--- src/rtl/axis_pkt_arb_pkg.sv ---
// ============================================================================
// Module      : axis_pkt_arb_pkg
// Description : Shared constants for the AXI-Stream packet arbiter: register
//               map, version fields, CONTROL/STATUS bit positions, FIFO word
//               layout and arbiter state encoding.
// Revision    : 1.0 - initial release
// ============================================================================
`default_nettype none

package axis_pkt_arb_pkg;

    localparam logic [31:0] c_REG_CONTROL       = 32'h0000_0000;
    localparam logic [31:0] c_REG_VERSION       = 32'h0000_0004;
    localparam logic [31:0] c_REG_STATUS        = 32'h0000_0008;
    localparam logic [31:0] c_REG_PKTCNT_BASE   = 32'h0000_000C;
    localparam logic [31:0] c_REG_PKTCNT_STRIDE = 32'h0000_0004;

    localparam logic [3:0]  c_VER_MAJOR = 4'd2;
    localparam logic [11:0] c_VER_MINOR = 12'd0;
    localparam logic [15:0] c_VER_REV   = 16'd0;
    localparam logic [31:0] c_VERSION   = {c_VER_MAJOR, c_VER_MINOR, c_VER_REV};

    localparam int c_CTRL_ENABLE_LSB  = 0;
    localparam int c_CTRL_FLUSH_BIT   = 31;
    localparam int c_STATUS_FULL_LSB  = 16;

    // FIFO word is {tuser, tlast, tdata}; sideband offsets sit above tdata
    localparam int c_FW_LAST_OFS = 0;
    localparam int c_FW_USER_OFS = 1;
    localparam int c_FW_SIDEBAND = 2;

    typedef enum logic [0:0] {
        S_IDLE  = 1'b0,
        S_GRANT = 1'b1
    } arb_state_t;

    function automatic int chan_width(input int n);
        return (n > 1) ? $clog2(n) : 1;
    endfunction

endpackage

`default_nettype wire

--- src/rtl/axis_pkt_arb_fifo.sv ---
// ============================================================================
// Module      : axis_pkt_arb_fifo
// Description : Synchronous first-word-fall-through FIFO with flush; one per
//               arbiter input channel.
// Revision    : 1.0 - initial release
// ============================================================================
`default_nettype none

module axis_pkt_arb_fifo #(
    parameter int DEPTH = 8,
    parameter int WIDTH = 34
) (
    input  logic             clk,
    input  logic             rst,
    input  logic             i_flush,
    input  logic             i_wr_en,
    input  logic [WIDTH-1:0] i_wr_data,
    input  logic             i_rd_en,
    output logic [WIDTH-1:0] o_rd_data,
    output logic             o_empty,
    output logic             o_full
);

    localparam int c_AW = $clog2(DEPTH);

    logic [WIDTH-1:0] r_mem [DEPTH];
    logic [c_AW:0]    r_wr_ptr;
    logic [c_AW:0]    r_rd_ptr;
    logic             w_wr;
    logic             w_rd;

    // Flush wins over a same-cycle write so the dropped word never lands
    assign w_wr = i_wr_en && !o_full && !i_flush;
    assign w_rd = i_rd_en && !o_empty && !i_flush;

    always_ff @(posedge clk or posedge rst) begin
        if (rst) begin
            r_wr_ptr <= '0;
            r_rd_ptr <= '0;
        end else if (i_flush) begin
            r_wr_ptr <= '0;
            r_rd_ptr <= '0;
        end else begin
            if (w_wr) r_wr_ptr <= r_wr_ptr + 1'b1;
            if (w_rd) r_rd_ptr <= r_rd_ptr + 1'b1;
        end
    end

    always_ff @(posedge clk) begin
        if (w_wr) r_mem[r_wr_ptr[c_AW-1:0]] <= i_wr_data;
    end

    assign o_rd_data = r_mem[r_rd_ptr[c_AW-1:0]];
    assign o_empty   = (r_wr_ptr == r_rd_ptr);
    assign o_full    = (r_wr_ptr[c_AW] != r_rd_ptr[c_AW]) &&
                       (r_wr_ptr[c_AW-1:0] == r_rd_ptr[c_AW-1:0]);

endmodule

`default_nettype wire

--- src/rtl/axis_pkt_arbiter.sv ---
// ============================================================================
// Module      : axis_pkt_arbiter
// Description : Round-robin packet arbiter merging NUM_CHANNELS AXI-Stream
//               inputs into one output, with a small register interface.
//               Optional per-channel packet counters: AXIS_PKT_ARB_COUNTERS_EN.
// Revision    : 1.0 - initial release
// ============================================================================
`default_nettype none

module axis_pkt_arbiter
    import axis_pkt_arb_pkg::*;
#(
    parameter int NUM_CHANNELS    = 2,
    parameter int AXIS_DATA_WIDTH = 32,
    parameter int FIFO_DEPTH      = 8,
    parameter int ADDR_WIDTH      = 16,
    parameter int DATA_WIDTH      = 32
) (
    input  logic                                  i_axi_clk,
    input  logic                                  i_axi_rst,
    input  logic [ADDR_WIDTH-1:0]                 i_reg_address,
    input  logic                                  i_reg_in_rdy,
    input  logic [DATA_WIDTH-1:0]                 i_reg_in_data,
    output logic                                  o_reg_in_ack_stb,
    input  logic                                  i_reg_out_req,
    output logic                                  o_reg_out_rdy_stb,
    output logic [DATA_WIDTH-1:0]                 o_reg_out_data,
    output logic                                  o_reg_invalid_addr,
    input  logic [NUM_CHANNELS-1:0]               i_axis_in_tuser,
    input  logic [NUM_CHANNELS-1:0]               i_axis_in_tvalid,
    input  logic [NUM_CHANNELS-1:0]               i_axis_in_tlast,
    input  logic [NUM_CHANNELS*AXIS_DATA_WIDTH-1:0] i_axis_in_tdata,
    output logic [NUM_CHANNELS-1:0]               o_axis_in_tready,
    output logic                                  o_axis_out_tuser,
    output logic                                  o_axis_out_tvalid,
    output logic                                  o_axis_out_tlast,
    output logic [AXIS_DATA_WIDTH-1:0]            o_axis_out_tdata,
    output logic [chan_width(NUM_CHANNELS)-1:0]   o_axis_out_tdest,
    input  logic                                  i_axis_out_tready
);

    localparam int c_CW = chan_width(NUM_CHANNELS);
    localparam int c_FW = AXIS_DATA_WIDTH + c_FW_SIDEBAND;

    // ------------------------------------------------------------------
    // Register decode strobes
    // ------------------------------------------------------------------
    logic                    w_wr_stb;
    logic                    w_rd_stb;
    logic                    w_ctrl_wr;
    logic                    w_flush;
    logic                    w_addr_ok;
    logic [DATA_WIDTH-1:0]   w_rd_data;
    logic                    w_unused;

    logic [NUM_CHANNELS-1:0] r_enable;
    logic                    r_ack;
    logic                    r_rdy;
    logic                    r_invalid;
    logic [DATA_WIDTH-1:0]   r_rd_data;

    assign w_wr_stb  = i_reg_in_rdy;
    assign w_rd_stb  = i_reg_out_req && !i_reg_in_rdy;
    assign w_ctrl_wr = w_wr_stb && (i_reg_address == ADDR_WIDTH'(c_REG_CONTROL));
    assign w_flush   = w_ctrl_wr && i_reg_in_data[c_CTRL_FLUSH_BIT];
    assign w_unused  = ^i_reg_in_data;

    // ------------------------------------------------------------------
    // Per-channel FIFOs
    // ------------------------------------------------------------------
    logic [NUM_CHANNELS-1:0] w_fifo_wr;
    logic [NUM_CHANNELS-1:0] w_fifo_rd;
    logic [NUM_CHANNELS-1:0] w_empty;
    logic [NUM_CHANNELS-1:0] w_full;
    logic [NUM_CHANNELS-1:0] w_not_empty;
    logic [c_FW-1:0]         w_fifo_dout [NUM_CHANNELS];

    arb_state_t              r_state;
    arb_state_t              w_state_nxt;
    logic [c_CW-1:0]         r_grant;
    logic [c_CW-1:0]         w_grant_nxt;
    logic [c_CW-1:0]         r_last_grant;
    logic [c_CW-1:0]         w_last_grant_nxt;
    logic                    w_xfer;

    assign o_axis_in_tready = r_enable & ~w_full;
    assign w_fifo_wr        = i_axis_in_tvalid & o_axis_in_tready;
    assign w_not_empty      = ~w_empty;

    genvar g;
    generate
        for (g = 0; g < NUM_CHANNELS; g++) begin : g_chan
            assign w_fifo_rd[g] = w_xfer && (r_grant == c_CW'(g));

            axis_pkt_arb_fifo #(
                .DEPTH (FIFO_DEPTH),
                .WIDTH (c_FW)
            ) u_fifo (
                .clk       (i_axi_clk),
                .rst       (i_axi_rst),
                .i_flush   (w_flush),
                .i_wr_en   (w_fifo_wr[g]),
                .i_wr_data ({i_axis_in_tuser[g], i_axis_in_tlast[g],
                             i_axis_in_tdata[g*AXIS_DATA_WIDTH +: AXIS_DATA_WIDTH]}),
                .i_rd_en   (w_fifo_rd[g]),
                .o_rd_data (w_fifo_dout[g]),
                .o_empty   (w_empty[g]),
                .o_full    (w_full[g])
            );
        end
    endgenerate

    // ------------------------------------------------------------------
    // Output path: head of the granted FIFO, zeroed when not valid
    // ------------------------------------------------------------------
    logic [c_FW-1:0] w_head;
    logic            w_out_valid;
    logic            w_head_last;

    assign w_head      = w_fifo_dout[r_grant];
    assign w_head_last = w_head[AXIS_DATA_WIDTH + c_FW_LAST_OFS];
    assign w_out_valid = (r_state == S_GRANT) && w_not_empty[r_grant];
    assign w_xfer      = w_out_valid && i_axis_out_tready;

    assign o_axis_out_tvalid = w_out_valid;
    assign o_axis_out_tdata  = w_out_valid ? w_head[AXIS_DATA_WIDTH-1:0] : '0;
    assign o_axis_out_tlast  = w_out_valid && w_head_last;
    assign o_axis_out_tuser  = w_out_valid && w_head[AXIS_DATA_WIDTH + c_FW_USER_OFS];
    assign o_axis_out_tdest  = (r_state == S_GRANT) ? r_grant : '0;

    // ------------------------------------------------------------------
    // Round-robin pick: first non-empty channel after the last grant
    // ------------------------------------------------------------------
    logic            w_pick_valid;
    logic [c_CW-1:0] w_pick;
    int              w_pick_idx;

    always_comb begin
        w_pick_valid = 1'b0;
        w_pick       = '0;
        w_pick_idx   = 0;
        // Scan farthest first so the nearest candidate is assigned last
        for (int k = NUM_CHANNELS; k >= 1; k--) begin
            w_pick_idx = (int'(r_last_grant) + k) % NUM_CHANNELS;
            if (w_not_empty[c_CW'(w_pick_idx)]) begin
                w_pick_valid = 1'b1;
                w_pick       = c_CW'(w_pick_idx);
            end
        end
    end

    always_ff @(posedge i_axi_clk or posedge i_axi_rst) begin
        if (i_axi_rst) begin
            r_state      <= S_IDLE;
            r_grant      <= '0;
            r_last_grant <= c_CW'(NUM_CHANNELS - 1);
        end else begin
            r_state      <= w_state_nxt;
            r_grant      <= w_grant_nxt;
            r_last_grant <= w_last_grant_nxt;
        end
    end

    always_comb begin
        w_state_nxt      = r_state;
        w_grant_nxt      = r_grant;
        w_last_grant_nxt = r_last_grant;
        if (w_flush) begin
            w_state_nxt = S_IDLE;
        end else begin
            case (r_state)
                S_IDLE: begin
                    if (w_pick_valid) begin
                        w_state_nxt      = S_GRANT;
                        w_grant_nxt      = w_pick;
                        w_last_grant_nxt = w_pick;
                    end
                end
                S_GRANT: begin
                    if (w_xfer && w_head_last) w_state_nxt = S_IDLE;
                end
                default: w_state_nxt = S_IDLE;
            endcase
        end
    end

    // ------------------------------------------------------------------
    // Optional per-channel packet counters
    // ------------------------------------------------------------------
`ifdef AXIS_PKT_ARB_COUNTERS_EN
    logic [31:0]             r_pkt_cnt [NUM_CHANNELS];
    logic [NUM_CHANNELS-1:0] w_cnt_sel;

    always_ff @(posedge i_axi_clk or posedge i_axi_rst) begin
        if (i_axi_rst) begin
            for (int i = 0; i < NUM_CHANNELS; i++) r_pkt_cnt[i] <= '0;
        end else begin
            for (int i = 0; i < NUM_CHANNELS; i++) begin
                if (w_wr_stb && w_cnt_sel[i])
                    r_pkt_cnt[i] <= '0;
                else if (w_xfer && w_head_last && (r_grant == c_CW'(i)))
                    r_pkt_cnt[i] <= r_pkt_cnt[i] + 32'd1;
            end
        end
    end
`endif

    // ------------------------------------------------------------------
    // Register read/decode
    // ------------------------------------------------------------------
    always_comb begin
        w_addr_ok = 1'b0;
        w_rd_data = '0;
`ifdef AXIS_PKT_ARB_COUNTERS_EN
        w_cnt_sel = '0;
`endif
        if (i_reg_address == ADDR_WIDTH'(c_REG_CONTROL)) begin
            w_addr_ok                        = 1'b1;
            w_rd_data[NUM_CHANNELS-1:0]      = r_enable;
        end else if (i_reg_address == ADDR_WIDTH'(c_REG_VERSION)) begin
            w_addr_ok                        = 1'b1;
            w_rd_data                        = DATA_WIDTH'(c_VERSION);
        end else if (i_reg_address == ADDR_WIDTH'(c_REG_STATUS)) begin
            w_addr_ok                        = 1'b1;
            w_rd_data[NUM_CHANNELS-1:0]      = w_not_empty;
            w_rd_data[c_STATUS_FULL_LSB +: NUM_CHANNELS] = w_full;
        end
`ifdef AXIS_PKT_ARB_COUNTERS_EN
        for (int n = 0; n < NUM_CHANNELS; n++) begin
            if (i_reg_address ==
                ADDR_WIDTH'(c_REG_PKTCNT_BASE + c_REG_PKTCNT_STRIDE * 32'(n))) begin
                w_addr_ok    = 1'b1;
                w_cnt_sel[n] = 1'b1;
                w_rd_data    = DATA_WIDTH'(r_pkt_cnt[n]);
            end
        end
`endif
    end

    always_ff @(posedge i_axi_clk or posedge i_axi_rst) begin
        if (i_axi_rst) begin
            r_enable  <= '0;
            r_ack     <= 1'b0;
            r_rdy     <= 1'b0;
            r_invalid <= 1'b0;
            r_rd_data <= '0;
        end else begin
            r_ack     <= w_wr_stb;
            r_rdy     <= w_rd_stb;
            r_invalid <= (w_wr_stb || w_rd_stb) && !w_addr_ok;
            r_rd_data <= (w_rd_stb && w_addr_ok) ? w_rd_data : '0;
            if (w_ctrl_wr)
                r_enable <= i_reg_in_data[c_CTRL_ENABLE_LSB +: NUM_CHANNELS];
        end
    end

    assign o_reg_in_ack_stb   = r_ack;
    assign o_reg_out_rdy_stb  = r_rdy;
    assign o_reg_out_data     = r_rd_data;
    assign o_reg_invalid_addr = r_invalid;

endmodule

`default_nettype wire

--- config.mk ---
export PLATFORM = sky130hd
export DESIGN_NAME = axis_pkt_arbiter
export DESIGN_NICKNAME = d
export VERILOG_FILES = /design/src/rtl/axis_pkt_arb_pkg.sv /design/src/rtl/axis_pkt_arb_fifo.sv /design/src/rtl/axis_pkt_arbiter.sv
export SDC_FILE = /design/constraint.sdc
export NUM_CORES = 1
export LEC_CHECK = 0
export CORE_MARGIN = 2
export CORE_UTILIZATION = 58
export DETAILED_ROUTE_END_ITERATION = 10
export PLACE_DENSITY = 0.8
export SLEW_MARGIN = 0
export SYNTH_ARGS = -nofsm -noshare
export SYNTH_HDL_FRONTEND = slang
export SYNTH_SLANG_ARGS = --single-unit
--- constraint.sdc ---
create_clock -name i_axi_clk -period 6.26 [get_ports i_axi_clk]
set_clock_uncertainty 0.1 [all_clocks]
set_input_delay 1.252 -clock i_axi_clk [delete_from_list [all_inputs] [get_ports i_axi_clk]]
set_output_delay 1.252 -clock i_axi_clk [all_outputs]
set_load 0.03 [all_outputs]
Yosys cells after proc, flatten, opt, wreduce, memory -nomap -nowiden
Memory sizes are Yosys's and may differ from the RTL's.
Index checks and enable logic that the tools add are counted.
Word-level totals
  flip-flop bits (word level): 56
  RAM bits: 544
  output and inout bits: 73
  word-level logic and storage cells: 118
  memories: 2
Cells by class
  add/subtract/negate cells: 6
  magnitude comparators: 4
  equality and inequality tests: 8
  mux-type cells: 42
  bitwise logic cells: 8
  reductions and logical operators: 36
Memory list
  g_chan[0].u_fifo.r_mem: depth 8, width 34, read ports 1, clocked after memory_dff 0, write ports 1, line axis_pkt_arb_fifo.sv:26  | logic [WIDTH-1:0] r_mem [DEPTH];
  g_chan[1].u_fifo.r_mem: depth 8, width 34, read ports 1, clocked after memory_dff 0, write ports 1, line axis_pkt_arb_fifo.sv:26
Operators by type and width (count)
  $mux 34: 3
  $mux 32: 2
  $mux 4: 8
  $mux 30: 1
  $logic_and 1x1->1: 22
  $mux 1: 21
  $add 4x1->4 const B: 4
  $eq 16x3->1 const B: 1
  $eq 16x4->1 const B: 1
  $logic_not 16->1: 1
  $mux 12: 1
  $mux 2: 5
  $eq 4x4->1: 2
  $reduce_bool 2->1: 4
  $logic_not 1->1: 7
  $eq 3x3->1: 2
  $lt 1x3->1 const B: 2
  $and 2x2->2: 2
  $not 2->2: 2
  $not 1->1: 3
  $reduce_and 3->1: 1
  $add 1x1->1 const B: 2
  $ge 2x2->1 const B: 1
  $lt 1x2->1 const B: 1
  other kinds (4): 5

Logic depth before layout (Yosys ltp)
Gate-level depths: netlist of the first run.
  word-level depth: 11
  depth in mapped cells: 6
  depth with buffers taken out: 5

Modules after synthesis
A second synthesis of the first run with hierarchy kept.
Second synthesis, totals
  cells, all modules: 1110
  area total of the unflattened synthesis: 23715.2 µm²
Modules (own cells, without submodules)
  axis_pkt_arb_fifo at g_chan[1].u_fifo: instances 1, cells each 474, area each 11187.0 µm², seq. area each 8368.0 µm²
  axis_pkt_arb_fifo at g_chan[0].u_fifo: instances 1, cells each 474, area each 11184.5 µm², seq. area each 8368.0 µm²
  axis_pkt_arbiter: instances 1, cells each 162, area each 1343.8 µm², seq. area each 326.6 µm²

Worst setup path after synthesis of the first run
Ideal clock, no wire load.
  path type: in2reg
  start: in i_reg_address[3]
  end: mem g_chan[1].u_fifo.r_mem[2][0] (enable)
  arrival time: 5.694 ns
  data required time: 5.637 ns
  path slack: -0.057 ns
  stages: 6
  cells stage by stage: clkbuf_1 nor3b_1 and3_1 clkbuf_1 buf_2 nor4b_1
On the way
  longest elaborated chain between the ends: 7
Ends and longest elaborated chain
  start, declared: line axis_pkt_arbiter.sv:21  | input logic [ADDR_WIDTH-1:0] i_reg_address,
  $logic_not 16->1: line axis_pkt_arbiter.sv:64  | assign w_ctrl_wr = w_wr_stb && (i_reg_address == ADDR_WIDTH'(c_REG_CONTROL));
  $logic_and 1x1->1: line axis_pkt_arbiter.sv:64
  $logic_and 1x1->1: line axis_pkt_arbiter.sv:65  | assign w_flush = w_ctrl_wr && i_reg_in_data[c_CTRL_FLUSH_BIT];
  $logic_not 1->1: line axis_pkt_arb_fifo.sv:33  | assign w_wr = i_wr_en && !o_full && !i_flush;
  $logic_and 1x1->1: line axis_pkt_arb_fifo.sv:33
  $mux 1: line axis_pkt_arb_fifo.sv:50  | if (w_wr) r_mem[r_wr_ptr[c_AW-1:0]] <= i_wr_data;
  $mux 1 (implied by the code): line axis_pkt_arb_fifo.sv:50
  end, declared: line axis_pkt_arb_fifo.sv:26
No other way between the ends.

Final worst setup path of the first run
  start: reg g_chan[0].u_fifo.r_rd_ptr[1]
  end: out o_axis_out_tdata[17]
On the way
  longest elaborated chain between the ends: 6
Ends and longest elaborated chain
  start, declared: line axis_pkt_arb_fifo.sv:28  | logic [c_AW:0] r_rd_ptr;
  start signal, assigned: line axis_pkt_arb_fifo.sv:45  | if (w_rd) r_rd_ptr <= r_rd_ptr + 1'b1;
  branches (longest 5 deep; another with $mem_v2 8x34)
  $mux 32 (*): line axis_pkt_arbiter.sv:126  | assign o_axis_out_tdata = w_out_valid ? w_head[AXIS_DATA_WIDTH-1:0] : '0;
  end, declared: line axis_pkt_arbiter.sv:37  | output logic [AXIS_DATA_WIDTH-1:0] o_axis_out_tdata,
Every way passes the cells marked *. The select of a mux whose other input is x is not followed.

==> results of run 1 <==
[placed cells by master (no fill, tap or decap), types with 6 or more instances in the layout]
cell type,Yosys,final
nor4_2,0,7
a211oi_1,57,57
or3_1,13,13
clkbuf_1,30,13
clkinv_1,0,16
buf_4,30,28
nor4b_2,0,8
edfxtp_1,544,544
inv_1,7,7
mux2i_1,36,36
clkinv_2,0,6
a211oi_2,10,10
a21oi_1,17,17
mux4_2,136,136
dfrtp_1,28,21
nand2_1,8,8
nor2b_1,34,34
xor2_1,6,6
clkdlybuf4s50_1,0,139
clkbuf_16,0,57
nor2_1,6,6
conb_1,1,27
o21ai_0,16,16
[routing by layer]
layer | global-route usage, % | vias up | routed length, um
li1 | - | 4797 | -
met1 | 31.8 | 5755 | 18300
met2 | 37.1 | 461 | 23000
met3 | 5.00 | 79 | 3630
met4 | 7.77 | 6 | 1230
met5 | 0 | - | 46
[area by class of cell]
| class | count | area, sq um | share of cell area, % |
|---|---|---|---|
| inverters | 9 | 33.8 | 0.128 |
| diodes | 2 | 5.00 | 0.0189 |
| well taps | 518 | 648 | 2.45 |
| clock buffers | 70 | 1480 | 5.58 |
| clock inverters | 29 | 193 | 0.729 |
| multi-input cells | 436 | 5390 | 20.4 |
| flip-flops and latches | 573 | 17100 | 64.6 |
| repair buffers | 167 | 1600 | 6.06 |
[per-stage QoR]
stage	cells	power [W]
after floorplan	1109	0.00680
final	1804	0.0108
after detailed placement	1703	0.00784
after CTS	1802	0.0109
after global placement	1703	0.00780
after global routing	1802	0.0112
[power breakdown]
group	switching [W]	internal [W]
Sequential	0.000112	0.00424
Clock	0.00134	0.00174
Combinational	0.00195	0.00147
[state kept, by name, indices dropped and copies added (netlist names)]
signal and cells:
r_enable 2, g_chan.u_fifo.r_rd_ptr 8, o_reg_invalid_addr 1, r_last_grant 1, o_reg_in_ack_stb 1, o_reg_out_data 5
g_chan.u_fifo.r_wr_ptr 8, g_chan.u_fifo.r_mem 544, r_state 1, r_grant 1, o_reg_out_rdy_stb 1
[final timing paths]
path | startpoint | endpoint | slack, ns
worst min register to register | r_last_grant$_DFFE_PP1P_ | r_grant$_DFFE_PP0P_ | 0.44
worst max-delay path | g_chan[0].u_fifo.r_rd_ptr[1]$_DFFE_PP0P_ | o_axis_out_tdata[17] | 0.91
max in group asynchronous | i_axi_rst | g_chan[1].u_fifo.r_rd_ptr[0]$_DFFE_PP0P_ | 4.07
min in group asynchronous | i_axi_rst | o_reg_out_data[0]$_DFF_PP0_ | 1.17
worst min-delay path | r_last_grant$_DFFE_PP1P_ | r_grant$_DFFE_PP0P_ | 0.44
worst max register to register | g_chan[1].u_fifo.r_rd_ptr[0]$_DFFE_PP0P_ | g_chan[1].u_fifo.r_mem[3][10]$_DFFE_PP_ | 2.77
[cells by family (layout without fill, tap and decap cells)]
group | count (synthesis) | after routing | synth area share [%]
adders and majority gates | 4 | 4 | 0.219
buffers and inverters | 100 | 275 | 2.50
xor gates and xnor gates | 11 | 11 | 0.521
DFF | 573 | 573 | 74.8
other | 1 | 29 | 0.0164
muxes | 174 | 174 | 15.1
AOI/OAI and AO/OA | 111 | 111 | 3.90
and+or+nand+nor | 109 | 109 | 2.95
[worst max-delay path: cells and delay by family (launching register included)]
| family | cells | cell delay [ns] |
|---|---|---|
| flip-flops | 1 | 0.76 |
| buffers and inverters | 1 | 0.68 |
| AO/OA/AOI/OAI | 3 | 1.69 |
| XOR/XNOR | 1 | 0.27 |
==> results.toml, run 1 <==
[logic_synthesis]
synth_edf_count = 544
syn_area_per_cell_sq_um = 21.1
netlist_instances = 1083
ys_top_cells_by_count = "544 x edfxtp_1, 136 x mux4_2, 57 x a211oi_1, 36 x mux2i_1, 34 x nor2b_1"
synthFlopType = "edfxtp_1"
yosysWarnings = 0
synth.area.top_cells = "edfxtp_1 72%, mux4_2 13%, dfrtp_1 3.1%, a211oi_1 1.9%, mux2i_1 1.6%"
synth_top_area_cell = "edfxtp_1"
ys_ff_latch = 573
synth_top_area_share_pct = 71.6
netlist_area_sq_um = 22800
ys_seq_area_share_pct = 74.8
synth.distinct_cells = 47
synth.most_common_cell = "edfxtp_1"
synth_async_sr_flop_share_pct = 5.06

[clocking]
clockBufferDepth = 3
holdBufCountCts = 0
worstSkewPairLatency_ns = 0.58
postCtsSetupBuffers = 0
cts_made_buffers = 56
cts_resized = 0
clk_pin_slew_ns = 0.06
clockRootBuffer = "clkbuf_16"
cts_tree = "built"
cts_sinks = 573
cts_max_level = 2

[sta]
period_share_pct = 85.4
worst_slack_ns = 0.914
timing.fmax_mhz = 187
grt_setup_unrepaired = "no"
final-setup-viol-count = 0
tns_ns = 0
slew_viol_final = 0
tightestPinTransition_ns = 1.14
final.min_clock_period_ns = 5.35
finalHoldViolCount = 0
whs_ns = 0.436
relSlewSlack_pct = 24.1

[worst_setup_path]
cp_cell_sequence = "xor2_2, o41a_1, o21ai_4, a211oi_1, clkdlybuf4s50_1"
crit_path_start_kind = "flip-flop"
crit_slowest_cell = "o21ai_4"
cp.arrival_ns = 3.99
critical_path_class = "reg -> out"
worstPathMaxFanout = 34
worstSetupEndpointType = "output pin"
crit_required_ns = 4.91
slowest_delay_ns = 0.91
reg2regPathDepth = 6

[detailed_routing]
drt_iter0_markers = 1034
via_count = 11100
ant_nets = 0
vias_per_cell = 6.15
first_pass_iters = 5
wl_per_cell_um = 25.6
drc = 0
drt-total-wl_um = 46200

[min_path]
hp-class = "reg -> reg"
worstHoldPathCells = 1

[global_route]
grt.total_usage_pct = 23.0
grt-ovfl-total = 0
antenna_found_initial = 5
grt_max_degree = 72
grt_pass1_wl_um = 69900
grt_pass1_vias = 11400

[die]
die_area_sq_um = 40900
ios = 196
fp.dieW_um = 202
coreArea_sq_um = 38700
fp-row-count = 72
die_h_um = 202
initial_core_util_pct = 58.9

[flow_run]
maxCapViolations = 0

[final_layout]
drive_gt1_share_pct = 22.2
fin_util_pct = 68.2
final_net_count = 1370
fin_area_sq_um = 26400
syn_to_final_growth_pct = 15.8
n_fill_cell = 2361

[place]
portBuffers = 139
place_ws_ns = 1.50
placed_area_sq_um = 24700
dp.final_hpwl_um = 26400
place_congestion = 0.804

[power]
p_per_area_nw_per_um2 = 410
vdd_drop_max_v = 0.000287
p_leak_nw = 8.30

[status]
status = "finished, final reports clean"
No activity file was read; power rests on OpenSTA's default activity.
==> run 2, diff against run 1 <==
==> constraint.sdc (replaced) <==
create_clock -name i_axi_clk -period 6.26 [get_ports i_axi_clk]
set_clock_uncertainty 0.1 [all_clocks]
set_input_delay 1.878 -clock i_axi_clk [delete_from_list [all_inputs] [get_ports i_axi_clk]]
set_output_delay 1.878 -clock i_axi_clk [all_outputs]
set_load 0.03 [all_outputs]
==> results.toml, run 2 (synthesis results as in run 1) <==
[global_route]
grt_max_degree = 73
grt.total_usage_pct = 23.0
grt_pass1_vias = 11500
antenna_found_initial = 4
grt_pass1_wl_um = 70300
grt-ovfl-total = 0

[min_path]
hp-class = "reg -> reg"
worstHoldPathCells = 1
hold_start = "r_last_grant$_DFFE_PP1P_"
min_to = "r_last_grant$_DFFE_PP1P_"

[final_layout]
final_net_count = 1367
layout_commonest_cell = "edfxtp_1"
layout_common_cells = "544 x edfxtp_1, 139 x clkdlybuf4s50_1, 136 x mux4_2"
n_fill_cell = 2420
drive_gt1_share_pct = 22.1
syn_to_final_growth_pct = 15.6
instances_no_fill = 1802
largest_register_ffs = 544

[place]
place_ws_ns = 1.14
place_congestion = 0.810
dp.final_hpwl_um = 25700
portBuffers = 139
placed_cells = 1703

[sta]
finalHoldViolCount = 0
final.min_clock_period_ns = 5.69
final-setup-viol-count = 0
period_share_pct = 90.9
timing.fmax_mhz = 176
tightestPinTransition_ns = 1.15
grt_setup_unrepaired = "no"
slew_viol_final = 0
relSlewSlack_pct = 23.4
worst_slack_ns = 0.569
whs_ns = 0.431

[power]
p_leak_nw = 8.27
power.total_w = 0.0108
p_per_area_nw_per_um2 = 408
vdd_drop_max_v = 0.000340

[die]
fp-row-count = 72
die_h_um = 202
ios = 196
fp.dieW_um = 202
die_area_sq_um = 40900
initial_core_util_pct = 58.9
coreArea_sq_um = 38700

[detailed_routing]
ant_nets = 0
via_count = 11200
drt_iter0_markers = 1120
drt-total-wl_um = 46000
wl_per_cell_um = 25.5
met1_length_um = 18000
top_layer_used = "met5"
drc = 0
dr_wl_met2_um = 23400
routed-wl-met3_um = 3510
first_pass_iters = 5
vias_per_cell = 6.20

[worst_setup_path]
critPathTopFamily = "buffers and inverters"
reg2regPathDepth = 6
crit_required_ns = 4.28
worstSetupEndpointType = "output pin"
critical_path_class = "reg -> out"
path_buf_inv = 2
timing.rr.start = "g_chan[1].u_fifo.r_rd_ptr[0]$_DFFE_PP0P_"
worstPathMaxFanout = 31
cp.arrival_ns = 3.71
slowest_delay_ns = 0.69
crit_slowest_cell = "dfrtp_4"
crit_path_start_kind = "flip-flop"
cp_cell_sequence = "buf_4, mux4_2, mux2i_1, a211oi_2, clkdlybuf4s50_1"
rrSetupSlack_ns = 3.33
rr_endpoint = "g_chan[1].u_fifo.r_mem[3][2]$_DFFE_PP_"

[clocking]
cts_made_buffers = 53
worstSkewPairLatency_ns = 0.57
cts_max_level = 2
clockBufferDepth = 3
clk_pin_slew_ns = 0.06
clockRootBuffer = "clkbuf_16"
cts_resized = 0
cts_tree = "built"
postCtsSetupBuffers = 0
cts_sinks = 573
holdBufCountCts = 0

[flow_run]
maxCapViolations = 0

[status]
status = "finished, final reports clean"
[run 2: changes by cell type in the layout (fill, tap and decap cells not counted)]
cell	previous run	this run
clkinvlp_4	1	3
clkinv_1	16	11
clkbuf_16	57	55
buf_12	0	1
inv_6	3	1
clkbuf_1	13	18
buf_4	28	27
[run 2: worst reg2reg max path, delay by kind of cell (launching register included)]
| family | cells | cell delay, ns |
|---|---|---|
| buffers and inverters | 2 | 0.66 |
| AND/OR/NAND/NOR | 2 | 0.44 |
| AO/OA/AOI/OAI | 1 | 0.23 |
| flip-flops | 1 | 0.69 |
| XOR/XNOR | 1 | 0.42 |
[run 2: metrics by stage]
step / TNS (ns) / area (sq um) / util (%)
floorplan: -272.09 / 22900 / -
global route: 0 / 26400 / 68.1
finish: 0 / 26400 / 68.1
CTS: 0 / 26400 / 68.1
detailed placement: 0 / 24800 / 63.9
global placement: 0 / 24800 / 63.9
[run 2: how the worst max path moves through the flow]
stage	start	to	cells past startpoint
floorplan	i_reg_address[3]	g_chan[1].u_fifo.r_mem[2][0]$_DFFE_PP_	6
global placement	g_chan[1].u_fifo.r_rd_ptr[0]$_DFFE_PP0P_	o_axis_out_tdata[0]	5
detailed placement	g_chan[1].u_fifo.r_rd_ptr[0]$_DFFE_PP0P_	o_axis_out_tdata[8]	5
CTS	g_chan[1].u_fifo.r_rd_ptr[0]$_DFFE_PP0P_	o_axis_out_tuser	5
global route	g_chan[1].u_fifo.r_rd_ptr[0]$_DFFE_PP0P_	o_axis_out_tdata[17]	5
finish	g_chan[1].u_fifo.r_rd_ptr[0]$_DFFE_PP0P_	o_axis_out_tdata[8]	5
[run 2: per-layer routing]
layer  global-route usage [%]  up-vias
met5                        0        -
met4                     6.83        4
met3                     4.18       68
met2                     37.8      475
met1                     32.1     5830
li1                         -     4789
[run 2: final cells by class]
cell class              instances  area, sq um  share of cell area (%)
repair buffers                167         1610                    6.12
flip-flops and latches        573        17100                    64.7
clock inverters                24          171                   0.650
well taps                     518          648                    2.46
inverters                       9         33.8                   0.128
multi-input cells             436         5390                    20.4
diodes                          2         5.00                  0.0190
clock buffers                  73         1440                    5.47
[run 2: power breakdown]
group | total (W) | internal (W) | leakage [nW] | switching [W]
clock network | 0.00299 | 0.00169 | 0.777 | 0.00130
registers | 0.00432 | 0.00423 | 5.25 | 0.0000856
logic | 0.00346 | 0.00148 | 2.24 | 0.00198
==> run 3, diff against run 2 <==
CORE_MARGIN = not set   (was 2)
==> results.toml, run 3 (synthesis results as in run 1) <==
[clocking]
cts_max_level = 2
cts_resized = 0
holdBufCountCts = 0
cts_tree = "built"
cts_made_buffers = 54
clockRootBuffer = "clkbuf_16"
clockBufferDepth = 3
worstSkewPairLatency_ns = 0.58
postCtsSetupBuffers = 0
clk_pin_slew_ns = 0.06
cts_sinks = 573

[global_route]
antenna_found_initial = 5
grt_max_degree = 73
grt_pass1_wl_um = 69500
grt_pass1_vias = 11300
grt-ovfl-total = 0
grt.total_usage_pct = 23.1

[sta]
period_share_pct = 91.9
relSlewSlack_pct = 32.5
grt_setup_unrepaired = "no"
final.min_clock_period_ns = 5.75
worst_slack_ns = 0.510
finalHoldViolCount = 0
slew_viol_final = 0
tightestPinTransition_ns = 1.01
whs_ns = 0.426
timing.fmax_mhz = 174
final-setup-viol-count = 0

[detailed_routing]
via_count = 11100
wl_per_cell_um = 25.5
drc = 0
first_pass_iters = 5
vias_per_cell = 6.15
ant_nets = 0
drt-total-wl_um = 46100
drt_iter0_markers = 1073

[die]
ios = 196
fp-row-count = 72
fp.dieW_um = 200
die_area_sq_um = 40100
die_h_um = 200
coreArea_sq_um = 38700
initial_core_util_pct = 58.9

[power]
p_per_area_nw_per_um2 = 408
p_leak_nw = 8.29
vdd_drop_max_v = 0.000263

[place]
placed_area_sq_um = 24800
dp.final_hpwl_um = 25500
place_ws_ns = 1.14
place_congestion = 0.803
portBuffers = 139

[worst_setup_path]
rr_endpoint = "g_chan[0].u_fifo.r_mem[7][4]$_DFFE_PP_"
crit_slowest_cell = "dfrtp_1"
crit_required_ns = 4.28
crit_end = "o_axis_out_tdata[13]"
crit_path_start_kind = "flip-flop"
timing.rr.start = "g_chan[0].u_fifo.r_wr_ptr[0]$_DFFE_PP0P_"
reg2regPathDepth = 6
critPathLaunch = "g_chan[0].u_fifo.r_wr_ptr[0]$_DFFE_PP0P_"
worstPathMaxFanout = 25
rrSetupSlack_ns = 3.41
critical_path_class = "reg -> out"
cp.arrival_ns = 3.77
worstSetupEndpointType = "output pin"
slowest_delay_ns = 0.69
cp_cell_sequence = "xor2_2, o41a_1, o21ai_4, buf_4, a211oi_1, clkdlybuf4s50_1"

[final_layout]
drive_gt1_share_pct = 22.0
largest_register_ffs = 544
final_net_count = 1368
layout_commonest_cell = "edfxtp_1"
fin_area_sq_um = 26400
layout_common_cells = "544 x edfxtp_1, 139 x clkdlybuf4s50_1, 136 x mux4_2"
syn_to_final_growth_pct = 15.7

[status]
status = "finished, final reports clean"

[min_path]
worstHoldPathCells = 1
hold_start = "r_last_grant$_DFFE_PP1P_"
hp-class = "reg -> reg"

[flow_run]
maxCapViolations = 0
## run 3: cell types whose count changed in the layout (fill, tap and decap cells not counted), sizes merged
cell	previous run	this run
clkinv	18	31
diode	2	4
bufinv	2	1
inv	10	9
clkbuf	73	67
clkinvlp	3	1
## run 3: how the worst min path moves through the flow
stage                                           to  slack, ns
after floorplan                r_grant$_DFFE_PP0P_       0.40
after global placement         r_grant$_DFFE_PP0P_       0.41
after detailed placement  r_last_grant$_DFFE_PP1P_       0.42
after CTS                 r_last_grant$_DFFE_PP1P_       0.43
after global routing      r_last_grant$_DFFE_PP1P_       0.44
final                     r_last_grant$_DFFE_PP1P_       0.43
## run 3: final cells by class
class / count / area [sq um]
clock inverter: 33 / 194
timing repair buffer: 167 / 1630
multi-input combinational: 436 / 5390
sequential: 573 / 17100
tap: 518 / 648
clock buffer: 67 / 1420
inverter: 9 / 33.8
fill: 2374 / 12300
antenna: 4 / 10.0
## run 3: layer usage
layer | GRT usage (%) | wire length [um]
met1 | 31.7 | 18300
met2 | 38.2 | 23300
met3 | 3.89 | 3210
met4 | 7.80 | 1240
met5 | 0 | 48
## run 3: power by group
| group | leakage [nW] | switching, W | total, W | internal, W |
|---|---|---|---|---|
| clock network | 0.787 | 0.00134 | 0.00299 | 0.00165 |
| registers | 5.25 | 0.0000379 | 0.00427 | 0.00424 |
| logic | 2.25 | 0.00203 | 0.00352 | 0.00149 |
| total | 8.29 | 0.00340 | 0.0108 | 0.00738 |
## run 3: metrics by stage
step | setup TNS [ns] | utilization [%] | total power, W | std cells
5_1_grt | 0 | 68.1 | 0.0111 | 1804
4_1_cts | 0 | 68.1 | 0.0108 | 1803
2_1_floorplan | -272.09 | - | 0.00680 | 1109
3_3_place_gp | 0 | 63.9 | 0.00781 | 1703
3_5_place_dp | 0 | 63.9 | 0.00786 | 1703
6_report | 0 | 68.1 | 0.0108 | 1807
## run 3: critical path, delay by kind of cell, from the launching register on
family | cells | cell delay (ns)
DFF | 1 | 0.69
buffers and inverters | 2 | 0.99
xor gates and xnor gates | 1 | 0.26
AOI/OAI and AO/OA | 3 | 1.25
